===== config.mk =====
export PLATFORM = sky130hd
export DESIGN_NAME = circular_dma_reader_fsm
export DESIGN_NICKNAME = d
export VERILOG_FILES = /design/src/rtl/circular_dma_reader_fsm.sv
export SDC_FILE = /design/constraint.sdc
export NUM_CORES = 1
export LEC_CHECK = 0
export CAP_MARGIN = 15
export CORE_MARGIN = 2
export CORE_UTILIZATION = 54
export DETAILED_ROUTE_END_ITERATION = 7
export PLACE_DENSITY = 0.95
export SYNTH_ARGS = -nofsm -noshare
export SYNTH_HDL_FRONTEND = slang
export SYNTH_SLANG_ARGS = --single-unit

===== constraint.sdc =====
create_clock -name clk -period 17.39 [get_ports clk]
set_input_delay 3.478 -clock clk [delete_from_list [all_inputs] [get_ports clk]]
set_output_delay 3.478 -clock clk [all_outputs]
set_load 0.005 [all_outputs]

===== src/rtl/circular_dma_reader_fsm.sv =====
// Circular-buffer MM2S reader: AXI4 read bursts out of a ring buffer, streamed on AXI4-Stream.
// Optional macro CIRCULAR_DMA_READER_BURST_COUNT_EN adds the burst_count output.
//   state        | meaning
//   ST_IDLE      | waiting for a start, reports shutdown_ack
//   ST_READ_ADDR | sizing next burst, waiting for FIFO room, then AR handshake
//   ST_READ_DATA | R beats passed straight through to AXIS until rlast
module circular_dma_reader_fsm #(
    parameter int C_ADDR_WIDTH      = 32,
    parameter int C_AXIS_WIDTH      = 64,
    parameter int C_MAX_BURST       = 16,
    parameter int C_FIFO_FREE_WIDTH = 16
) (
    input  logic                         clk,
    input  logic                         rst_n,
    input  logic                         shutdown_req,
    output logic                         shutdown_ack,
    input  logic                         enable,
    input  logic [1:0]                   clear_irq,
    input  logic [1:0]                   enable_irq,
    output logic [1:0]                   irq,
    output logic [2:0]                   status_flags,
    input  logic [C_ADDR_WIDTH-1:0]      mem_base,
    input  logic [31:0]                  mem_size,
    input  logic [31:0]                  read_start,
    input  logic [31:0]                  read_length,
    output logic [31:0]                  bytes_read,
    output logic [31:0]                  read_offset,
    input  logic [C_FIFO_FREE_WIDTH-1:0] fifo_free,
`ifdef CIRCULAR_DMA_READER_BURST_COUNT_EN
    output logic [31:0]                  burst_count,
`endif
    output logic [C_ADDR_WIDTH-1:0]      m_axi_araddr,
    output logic [7:0]                   m_axi_arlen,
    output logic                         m_axi_arvalid,
    input  logic                         m_axi_arready,
    input  logic [C_AXIS_WIDTH-1:0]      m_axi_rdata,
    input  logic [1:0]                   m_axi_rresp,
    input  logic                         m_axi_rlast,
    input  logic                         m_axi_rvalid,
    output logic                         m_axi_rready,
    output logic [C_AXIS_WIDTH-1:0]      m_axis_mm2s_tdata,
    output logic                         m_axis_mm2s_tlast,
    output logic                         m_axis_mm2s_tvalid,
    input  logic                         m_axis_mm2s_tready
);

    localparam int BPB           = C_AXIS_WIDTH / 8;
    localparam int LOG_BPB       = $clog2(BPB);
    localparam int C_BURST_BYTES = C_MAX_BURST * BPB;
    localparam logic [31:0] BYTE_MASK = ~32'(BPB - 1);

    typedef enum logic [1:0] {ST_IDLE, ST_READ_ADDR, ST_READ_DATA} state_t;
    state_t state;

    logic        err;
    logic [31:0] size_b, start_b, len_b;
    logic [31:0] room_beats, left_beats, len_beats;
    logic [31:0] burst_bytes, next_br, off_sum, next_off;
    logic        start_ok, fifo_ok, in_data, err_now, beat;

    // Sub-beat byte counts are meaningless on this bus, so they are dropped everywhere.
    assign size_b  = mem_size & BYTE_MASK;
    assign start_b = read_start & BYTE_MASK;
    assign len_b   = read_length & BYTE_MASK;

    assign room_beats = (size_b - read_offset) >> LOG_BPB;
    assign left_beats = (len_b - bytes_read) >> LOG_BPB;

    always_comb begin
        len_beats = 32'(C_MAX_BURST);
        if (room_beats < len_beats) len_beats = room_beats;
        if (left_beats < len_beats) len_beats = left_beats;
    end

    assign fifo_ok  = 32'(fifo_free) >= len_beats;
    assign start_ok = enable && (irq == 2'b00) && (len_b != 32'd0) &&
                      (size_b >= 32'(C_BURST_BYTES)) && (start_b < size_b) && !shutdown_req;

    assign burst_bytes = (32'(m_axi_arlen) + 32'd1) << LOG_BPB;
    assign next_br     = bytes_read + burst_bytes;
    assign off_sum     = read_offset + burst_bytes;
    assign next_off    = (off_sum == size_b) ? 32'd0 : off_sum;

    // The beat carrying the first error response is already treated as errored.
    assign in_data = (state == ST_READ_DATA);
    assign err_now = err | m_axi_rresp[1];
    assign beat    = in_data & m_axi_rvalid & m_axi_rready;

    assign m_axi_rready       = in_data & (err_now | m_axis_mm2s_tready);
    assign m_axis_mm2s_tvalid = in_data & m_axi_rvalid & ~err_now;
    assign m_axis_mm2s_tdata  = in_data ? m_axi_rdata : '0;
    assign m_axis_mm2s_tlast  = in_data & m_axi_rlast & ~err_now & (next_br == len_b);

    always_ff @(posedge clk) begin
        if (!rst_n) begin
            state         <= ST_IDLE;
            err           <= 1'b0;
            shutdown_ack  <= 1'b0;
            irq           <= 2'b00;
            status_flags  <= 3'b000;
            bytes_read    <= 32'd0;
            read_offset   <= 32'd0;
            m_axi_araddr  <= '0;
            m_axi_arlen   <= 8'd0;
            m_axi_arvalid <= 1'b0;
`ifdef CIRCULAR_DMA_READER_BURST_COUNT_EN
            burst_count   <= 32'd0;
`endif
        end else begin
            irq          <= irq & ~clear_irq & enable_irq;
            shutdown_ack <= 1'b0;
            case (state)
                ST_IDLE: begin
                    shutdown_ack <= shutdown_req;
                    if (start_ok) begin
                        read_offset  <= start_b;
                        bytes_read   <= 32'd0;
                        status_flags <= 3'b001;
                        state        <= ST_READ_ADDR;
`ifdef CIRCULAR_DMA_READER_BURST_COUNT_EN
                        burst_count  <= 32'd0;
`endif
                    end
                end
                ST_READ_ADDR: begin
                    if (!m_axi_arvalid) begin
                        if (shutdown_req) begin
                            state           <= ST_IDLE;
                            status_flags[0] <= 1'b0;
                        end else if (fifo_ok) begin
                            m_axi_araddr  <= mem_base + C_ADDR_WIDTH'(read_offset);
                            m_axi_arlen   <= 8'(len_beats - 32'd1);
                            m_axi_arvalid <= 1'b1;
                        end
                    end else if (m_axi_arready) begin
                        m_axi_arvalid <= 1'b0;
                        state         <= ST_READ_DATA;
                    end
                end
                ST_READ_DATA: begin
                    if (beat) begin
                        if (m_axi_rresp[1] && !err)
                            status_flags <= {m_axi_rresp[0], ~m_axi_rresp[0], 1'b0};
                        if (m_axi_rresp[1]) err <= 1'b1;
                        if (m_axi_rlast) begin
                            if (err_now) begin
                                state  <= ST_IDLE;
                                irq[1] <= enable_irq[1];
                                err    <= 1'b0;
                            end else begin
                                bytes_read  <= next_br;
                                read_offset <= next_off;
`ifdef CIRCULAR_DMA_READER_BURST_COUNT_EN
                                if (burst_count != '1) burst_count <= burst_count + 32'd1;
`endif
                                if (next_br == len_b || shutdown_req) begin
                                    state           <= ST_IDLE;
                                    irq[0]          <= enable_irq[0];
                                    status_flags[0] <= 1'b0;
                                end else begin
                                    state <= ST_READ_ADDR;
                                end
                            end
                        end
                    end
                end
                default: state <= ST_IDLE;
            endcase
        end
    end

endmodule

# Word-level counts from Yosys, hierarchy flattened
# Index checks and enable logic that the tools add are counted.
# op_classes
shift	0
n_lt_le_gt_ge	5
bitwise_logic	16
eq_ne	13
div	0
mul	0
n_reduce_logical	21
add_sub_neg	7
n_mux	46
# op_table
op	n
32-bit two-way mux	9
32-bit case mux with 2 select lines	2
32-bit by 12-bit adder with 32-bit output	2
32-bit equality test	2
64-bit two-way mux	1
32-bit subtractor	2
29-bit two-way mux	2
32-bit adder	1
32-bit by 8-bit >= comparator with 1-bit output (second input constant)	1
32-bit < comparator	1
32-bit nonzero test	1
16-bit by 29-bit >= comparator with 1-bit output	1
29-bit < comparator	1
29-bit by 5-bit < comparator with 1-bit output (second input constant)	1
2-bit two-way mux	10
1-bit two-way mux	16
5-bit AND reduction	3
2-bit != test (second input constant)	5
8-bit by 1-bit adder with 9-bit output (second input constant)	1
3-bit two-way mux	3
4-bit AND reduction	2
8-bit by 1-bit subtractor with 8-bit output (second input constant)	1
1-bit AND	7
1-bit logical AND	6
other kinds (17)	27
# totals
reg_bits	114
latch_bits	0
word_cells	119
ram_bits	0
mem_bits_ro	0
inputBits	222
memories	0

# Depth between registers and ports, before layout
# Gate-level depths: netlist of the first run.
# depth
depth_word	9
depth_mapped	41
depth_no_buf	37

# Least setup slack after synthesis of the first run
# OpenSTA, ideal clock, no wires.
# synth_path
path_kind	input-to-reg
from	input port mem_size[5]
to	register m_axi_arlen[2]
n_path_buf	6
arrival_time_ps	11068
setup_ps	71
path_stages	40
path_slack_ps	6251
cell_sequence	ha_1 -> clkbuf_1 -> o211ai_1 -> a211oi_1 -> o211ai_1 -> nand3_1 -> o21ai_0 -> o211a_1 -> or4b_1 -> nor4_1 -> nand4_1 -> inv_1 -> nand2_1 -> ha_1 -> a21o_1 -> a21o_1 -> a21oi_1 -> nor2_1 -> [... 4 more ...] -> buf_2 -> clkbuf_1 -> buf_1 -> nand2_1 -> ha_1 -> and3_1 -> and2_1 -> and4_1 -> and2_1 -> nand2_1 -> a22o_1 -> o311ai_0 -> a21oi_1 -> o211a_1 -> clkbuf_1 -> clkbuf_1 -> o21ai_0 -> a21oi_1
# synth_between
elab_chain_len	7
# synth_lines
item	line_no	rtl
start, declared	23	input logic [31:0] mem_size,
32-bit subtractor (*)	66	assign room_beats = (size_b - read_offset) >> LOG_BPB;
29-bit by 5-bit < comparator with 1-bit output	71	if (room_beats < len_beats) len_beats = room_beats;
29-bit two-way mux (*)	71	
29-bit < comparator	72	if (left_beats < len_beats) len_beats = left_beats;
29-bit two-way mux (*)	72	
16-bit by 29-bit >= comparator with 1-bit output	75	assign fifo_ok = 32'(fifo_free) >= len_beats;
4-bit AND reduction (no line)	-	
end signal, assigned	132	m_axi_arlen <= 8'(len_beats - 32'd1);
end, declared	33	output logic [7:0] m_axi_arlen,
# Every way passes the cells marked *; elsewhere a longest branch is shown, timed or not.
# A chain may end at the register's enable or synchronous reset.

# Worst setup path in the final report of the first run
# layout_path
from	input port mem_size[3]
to	register m_axi_araddr[19]
# layout_between
elab_chain_len	7
# layout_lines
item	line_no	rtl
32-bit subtractor (*)	66	
29-bit by 5-bit < comparator with 1-bit output	71	
29-bit two-way mux (*)	71	
29-bit < comparator	72	
29-bit two-way mux (*)	72	
16-bit by 29-bit >= comparator with 1-bit output (*)	75	
4-bit AND reduction (no line) (*)	-	
end signal, assigned	131	m_axi_araddr <= mem_base + C_ADDR_WIDTH'(read_offset);
end, declared	32	output logic [C_ADDR_WIDTH-1:0] m_axi_araddr,
# Marks and branches as above.

==> impl_results.md, run 1 <==
* Starting Density at 0.551
* Post-synth top cells: a21oi_1, ha_1, inv_1
* Sequential-to-total area share from yosys stat at 0.155
* Ys Warns at 0
* P_leak at about 7.3 nW
* Req. time, crit path at around 18 ns
* Crit-path max cell delay at 0.93 ns
* Number of routed nets with antenna violations at 0
* Post-CTS Setup Inserts at 0
* Clk buf depth at 2
* Die W at 164 um
* Startpoint Class: input pin
* Nets@finish at 2657
* Area leader, netlist: ha_1
* Clk sinks at 108
* Placement Cell Area at around 18000 um^2
* Setup slack, reg-to-reg at ~7.2 ns
* Syn avg cell area at 7.31 um^2
* Layout Area Growth over Synthesis at 32.2%
* Worst Path Buf+Inv at 4
* Synth Area in Compound Gates at 0.266
* Number of flops mapped to enable cells by yosys at 0
* DR WL/cell at 21.2 um
* Die area at approximately 27000 um^2
* Min-Delay Path Depth at 2
* Drt first pass iters at 8
* Worst VDD drop at between 0.04 and 0.05 mV
* Final TNS setup at 0 ns
* Synth top area share at 0.158
* Clk_skew at approximately 0.017 ns
* Worst EP arrival at 13.41 ns
* Final instance area at 18400 um^2
* Max cap viols at 0
* Reg2reg start: read_offset[13]
* Initial antenna violation count at 2
* Tmin final at roughly 13 ns
* GP Congestion at between 0.9 and 1
* Synth area leaders: ha_1, dfxtp_1, xnor2_1, a21oi_1, o21ai_0
* Slew Viols, Final at 0
* TritonCTS buffer count at 9
* Adder-cell area share of the yosys netlist at 0.161
* HP Class: reg2reg
* Fin. Hold Viols at 0
* Vias per inst at about 6.3
* Clk slew on worst S/H paths at ~0.08 ns
* Crit path max fanout at 38
* Ys async rst share at 0
* Post-Syn Area at 13900 um^2
* DIE HEIGHT at between 150 and 200 um
* Pin count of the biggest net entering global routing at 52
* Register bit total from synthesis at 108
* Num ports at 400
* Routed via count at about 16000
* Post_cts resized at 0
* Core area at around 25000 um^2
* Post-DP HPWL at about 44000 um
* Cell variety after synth at 84
* DR DRC count at 0
* Hold Path End: status_flags[1]
* Worst setup EP type: flip-flop
* Fmax at roughly 76 MHz
* First-pass GRT wire length at 83300 um
* Setup violations, final at 0
* Min-Delay Startpoint: status_flags[1]
* Unrepaired setup endpoints after global routing: false
* Simple-Gate Fraction of Synth Area at 0.237
* R2R Path End: m_axi_araddr[19]
* Port bufs at approximately 380
* CTS H-tree depth at 3
* Mux share of post-synthesis cell area at 0.0126
* Total grt overflow at 0
* CP Class: in2reg
* Largest family of logic cells by synthesized area: compound AO/OA/AOI/OAI gates
* XOR/XNOR Fraction of Synth Area at 0.104
* Global Route Usage Sum at 0.392
* Layout cell share with drive strength beyond 1 at 0.0248
* Slowest CP cell: o211a_1
* WL final at 54900 um
* Status: finished clean
* FF-to-FF path depth at 35
* Hold buffers post-CTS at 0
* Synth Instances at roughly 1900
* Period utilization at 0.756
* Predominant post-synthesis flop cell: dfxtp_1
* Skew-Pair Late Insertion Delay at ~0.38 ns
* Std cell rows at a little under 60
* 1st-iter DRT viols at approximately 1800
* Number of global-route vias before repair at around 16000
* CTS tree: built
* Pwr Density at ~48 nW/um^2
* Family with the most delay on the worst path: compound AO/OA/AOI/OAI gates
* Root Buffer: clkbuf_16
* Slew HR at 0.244
* Worst Max-Slew Pin Slew at 1.11 ns
## cells in the final DEF, fill, tap and decap left out, types with 9 or more instances in the layout
| cell type | n |
|---|---|
| and2_1 | 79 |
| o211ai_1 | 13 |
| a221oi_1 | 11 |
| o21ai_0 | 109 |
| nor3_1 | 54 |
| and3_1 | 21 |
| a21o_1 | 62 |
| nor2_1 | 119 |
| conb_1 | 30 |
| xor2_1 | 51 |
| nor2b_1 | 22 |
| mux2i_1 | 12 |
| a211oi_1 | 20 |
| inv_1 | 140 |
| nand4_1 | 41 |
| o32ai_1 | 9 |
| nand2b_1 | 30 |
| buf_4 | 16 |
| nand3_1 | 69 |
| a31oi_1 | 17 |
| o21a_1 | 16 |
| nand2_1 | 126 |
| clkdlybuf4s50_1 | 384 |
| a2111oi_0 | 14 |
| nor4_1 | 28 |
| ha_1 | 176 |
| or3_1 | 16 |
| a21oi_1 | 175 |
| o2111ai_1 | 9 |
| o21bai_1 | 11 |
| o22ai_1 | 12 |
| xnor2_1 | 109 |
| clkbuf_16 | 9 |
| dfxtp_1 | 108 |
## per-stage QoR
step,hold slack [ns],util,power (mW),instances,setup WS [ns]
6_report,0.471,0.728,0.879,2594,4.25
3_5_place_dp,0.454,0.716,0.642,2576,4.21
4_1_cts,0.464,0.728,0.866,2592,4.51
3_3_place_gp,0.446,0.716,0.631,2576,4.34
5_1_grt,0.502,0.728,0.920,2594,3.72
2_1_floorplan,0.453,-,0.500,1930,6.25
## area by class of cell
cell class	count	area, um^2
clock inverters	7	81.3
diodes	2	5.00
multi-input cells	1596	11000
fillers	2015	6870
flip-flops and latches	108	2160
inverters	142	533
clock buffers	9	225
well taps	330	413
repair buffers	400	3960
## sequential cells by signal, summed over array words and instances, names as in the netlist, 2 cells and up
signal,flops
irq,2
status_flags,3
read_offset,29
state,2
bytes_read,29
m_axi_arlen,8
m_axi_araddr,32
## power breakdown
| group | switching, mW | internal [mW] |
|---|---|---|
| Combinational | 0.214 | 0.171 |
| Sequential | 0.0103 | 0.253 |
| Clock | 0.116 | 0.115 |
| Total | 0.340 | 0.539 |
## how the worst max path moves through the flow
stage | cells past startpoint | endpoint | slack [ns] | from
2_1_floorplan | 40 | m_axi_arlen[2] | 6.25 | mem_size[5]
3_3_place_gp | 36 | m_axi_araddr[19] | 4.34 | mem_size[3]
3_5_place_dp | 36 | m_axi_araddr[19] | 4.21 | mem_size[3]
4_1_cts | 36 | m_axi_araddr[19] | 4.51 | mem_size[3]
5_1_grt | 36 | m_axi_araddr[19] | 3.72 | mem_size[3]
6_report | 36 | m_axi_araddr[19] | 4.25 | mem_size[3]
## kinds of logic (layout without fill, tap and decap cells)
group | after synthesis | count (layout)
AOI/OAI and AO/OA | 568 | 568
adders and majority gates | 178 | 178
xor gates and xnor gates | 162 | 162
other | 2 | 32
muxes | 17 | 17
buffers and inverters | 226 | 558
DFF | 108 | 108
and+or+nand+nor | 641 | 641
## worst min-delay path: stages (launching register included)
cell,delay [ns]
dfxtp_1,0.32
nand2_1,0.06
a21oi_1,0.05
## layer usage
layer / wire length (um) / vias to the layer above / GRT usage
li1: - / 7615 / -
met2: 25400 / 1015 / 0.659
met5: 0 / - / 0
met3: 5800 / 197 / 0.0897
met4: 2890 / 0 / 0.203
met1: 20900 / 7555 / 0.467
(Power assumes the default switching activity.)
==> run 2, diff against run 1 <==
CORE_UTILIZATION = 45   (was 54)
PLACE_DENSITY = 0.89   (was 0.95)
clock period = 10.62 ns   (was 17.39 ns; I/O delays follow)
==> run 2 against run 1 <==
Net effect: routed wire length up 0.37%; power up 67%; setup slack worse by 3.8 ns; clock-buffer cell count unchanged; critical endpoint is now m_axi_araddr[21].
==> impl_results.md, run 2 (synthesis results as in run 1) <==
* Final instance area at 18600 um^2 (+1.2%)
* DR DRC count at 0 (unchanged)
* Layout cell share with drive strength beyond 1 at 0.0316 (+0.00688)
* Worst Setup SP: mem_size[3]
* Vias per inst at 6.11 (-3.2%)
* Clk sinks at 108 (unchanged)
* Post-Layout Cell Count at 2672 (+3.0%)
* Clk slew on worst S/H paths at 0.09 ns (about the same)
* DIE HEIGHT at 180 um (+9.3%)
* Drt first pass iters at 6 (-2)
* First-pass GRT wire length at 85800 um (+3.0%)
* Unrepaired setup endpoints after global routing: false
* Period utilization at 0.953
* Tmin final at between 10 and 15 ns
* Clk buf depth at 2 (unchanged)
* P_leak at 7.37 nW (+0.92%)
* GP Congestion at 0.981 (-1.3%)
* # diodes at 0 (-2)
* Hold buffers post-CTS at 0 (unchanged)
* Number of routed nets with antenna violations at 0 (unchanged)
* Post-DP HPWL at 44900 um (+0.83%)
* Slowest CP cell: clkdlybuf4s50_1
* Slew Viols, Final at 0 (unchanged)
* Std cell rows at 64 (+10%)
* Skew-Pair Late Insertion Delay at 0.38 ns (about the same)
* Reg2reg start: read_offset[13]
* Setup WS pre-CTS at 0.179 ns (-4.03 ns)
* Core area at 30500 um^2 (+21%)
* Number of global-route vias before repair at 16100 (+3.1%)
* Worst Max-Slew Pin Slew at 1.07 ns (-0.0324 ns)
* Total grt overflow at 0 (unchanged)
* Slew HR at 0.266 (+0.0222)
* Fmax at 98.8 MHz
* Setup WS post-layout at 0.496 ns (-3.75 ns)
* Routed via count at 16300 (-0.26%)
* Layout Area Growth over Synthesis at 33.8%
* Startpoint Class: input pin
* DR WL/cell at 20.6 um (-2.6%)
* Hold slack final at 0.462 ns (-0.00955 ns)
* Placement Cell Area at 18300 um^2 (+1.0%)
* Biggest register: m_axi_araddr
* CTS tree: built
* Most common cell after layout, fill and taps aside: clkdlybuf4s50_1
* Min-Delay Startpoint: status_flags[1]
* Die area at 32300 um^2 (+19%)
* Global Route Usage Sum at 0.326 (-0.0662)
* Largest regs: m_axi_araddr (32), bytes_read (29), read_offset (29)
* Commonest non-fill, non-tap cells in the layout: clkdlybuf4s50_1, ha_1, a21oi_1, inv_1, nand2_1
* Starting Density at 0.456 (-0.0948)
* Worst setup EP type: flip-flop
* Req. time, crit path at 10.93 ns (-6.72 ns)
* HP Class: reg2reg
* Status: finished clean
* Nets@finish at 2671 (+0.53%)
* Crit-path max cell delay at 0.57 ns (-0.36 ns)
* Post-layout util at 0.610 (-0.118)
* Pin count of the biggest net entering global routing at 75 (+44%)
* Cell total after placement at 2654 (+3.0%)
* Num ports at 400 (unchanged)
* Worst VDD drop at 0.0738 mV (+76%)
* Port bufs at 384 (unchanged)
* CP Class: in2reg
* Fin. Hold Viols at 0 (unchanged)
* Largest register FFs at 32 (unchanged)
* CTS H-tree depth at 3 (unchanged)
* Root Buffer: clkbuf_16
* 1st-iter DRT viols at 1587 (-9.8%)
* TritonCTS buffer count at 9 (unchanged)
* Pwr Density at 78.8 nW/um^2 (+65%)
* Initial antenna violation count at 0 (-2)
* Final Total Pwr at 1.47 mW (+67%)
* Worst EP arrival at 10.43 ns (-2.98 ns)
* Clk_skew at 0.0174 ns (+0.000682 ns)
* Crit path max fanout at 38 (unchanged)
* Final TNS setup at 0 ns (unchanged)
* Die W at 180 um (+9.3%)
* Max cap viols at 0 (unchanged)
* WL final at 55100 um (+0.37%)
* Setup violations, final at 0 (unchanged)
[run 2: changes by cell type in the layout (fill, tap and decap cells not counted), sizes merged]
cell,delta
buf,+14
clkinv,-2
diode,-2
clkinvlp,+1
inv,+1
[run 2: worst max-delay path: cells and delay by family]
| kind | cells | cell delay (ns) |
|---|---|---|
| AO/OA/AOI/OAI | 14 | 2.82 |
| buffers and inverters | 4 | 1.01 |
| adder cells (fa/ha/maj) | 3 | 0.97 |
| AND/OR/NAND/NOR | 16 | 3.50 |
[run 2: worst paths after layout]
kind	end	slack, ns	depth (start not counted)
hold reg to reg	status_flags[1]	0.46	2
setup reg to reg	m_axi_araddr[21]	2.15	37
setup / recovery	m_axi_araddr[21]	0.50	37
hold / removal	status_flags[1]	0.46	2
[run 2: timing repair]
action,4_1_cts,5_1_grt
gates resized for setup,0,3
buffers inserted,0,2
setup endpoints to repair,0,38
[run 2: layer usage]
metal,part of all wire,GRT usage,up-vias
met5,0,0,-
met4,0.046,0.149,0
met1,0.39,0.395,7630
li1,-,-,7629
met2,0.47,0.565,920
met3,0.089,0.0523,160
[run 2: area by class of cell]
type                       count  area (um^2)
sequential                   108         2160
clock buffer                   9          225
fill                        2735        11900
clock inverter                 7         93.8
tap                          396          495
timing repair buffer         414         4090
inverter                     142          533
multi-input combinational   1596        11000
[run 2: power breakdown]
group / total (mW) / internal, mW / switching (mW)
clock network: 0.390 / 0.191 / 0.199
logic: 0.643 / 0.290 / 0.352
registers: 0.433 / 0.414 / 0.0187
total: 1.47 / 0.896 / 0.570
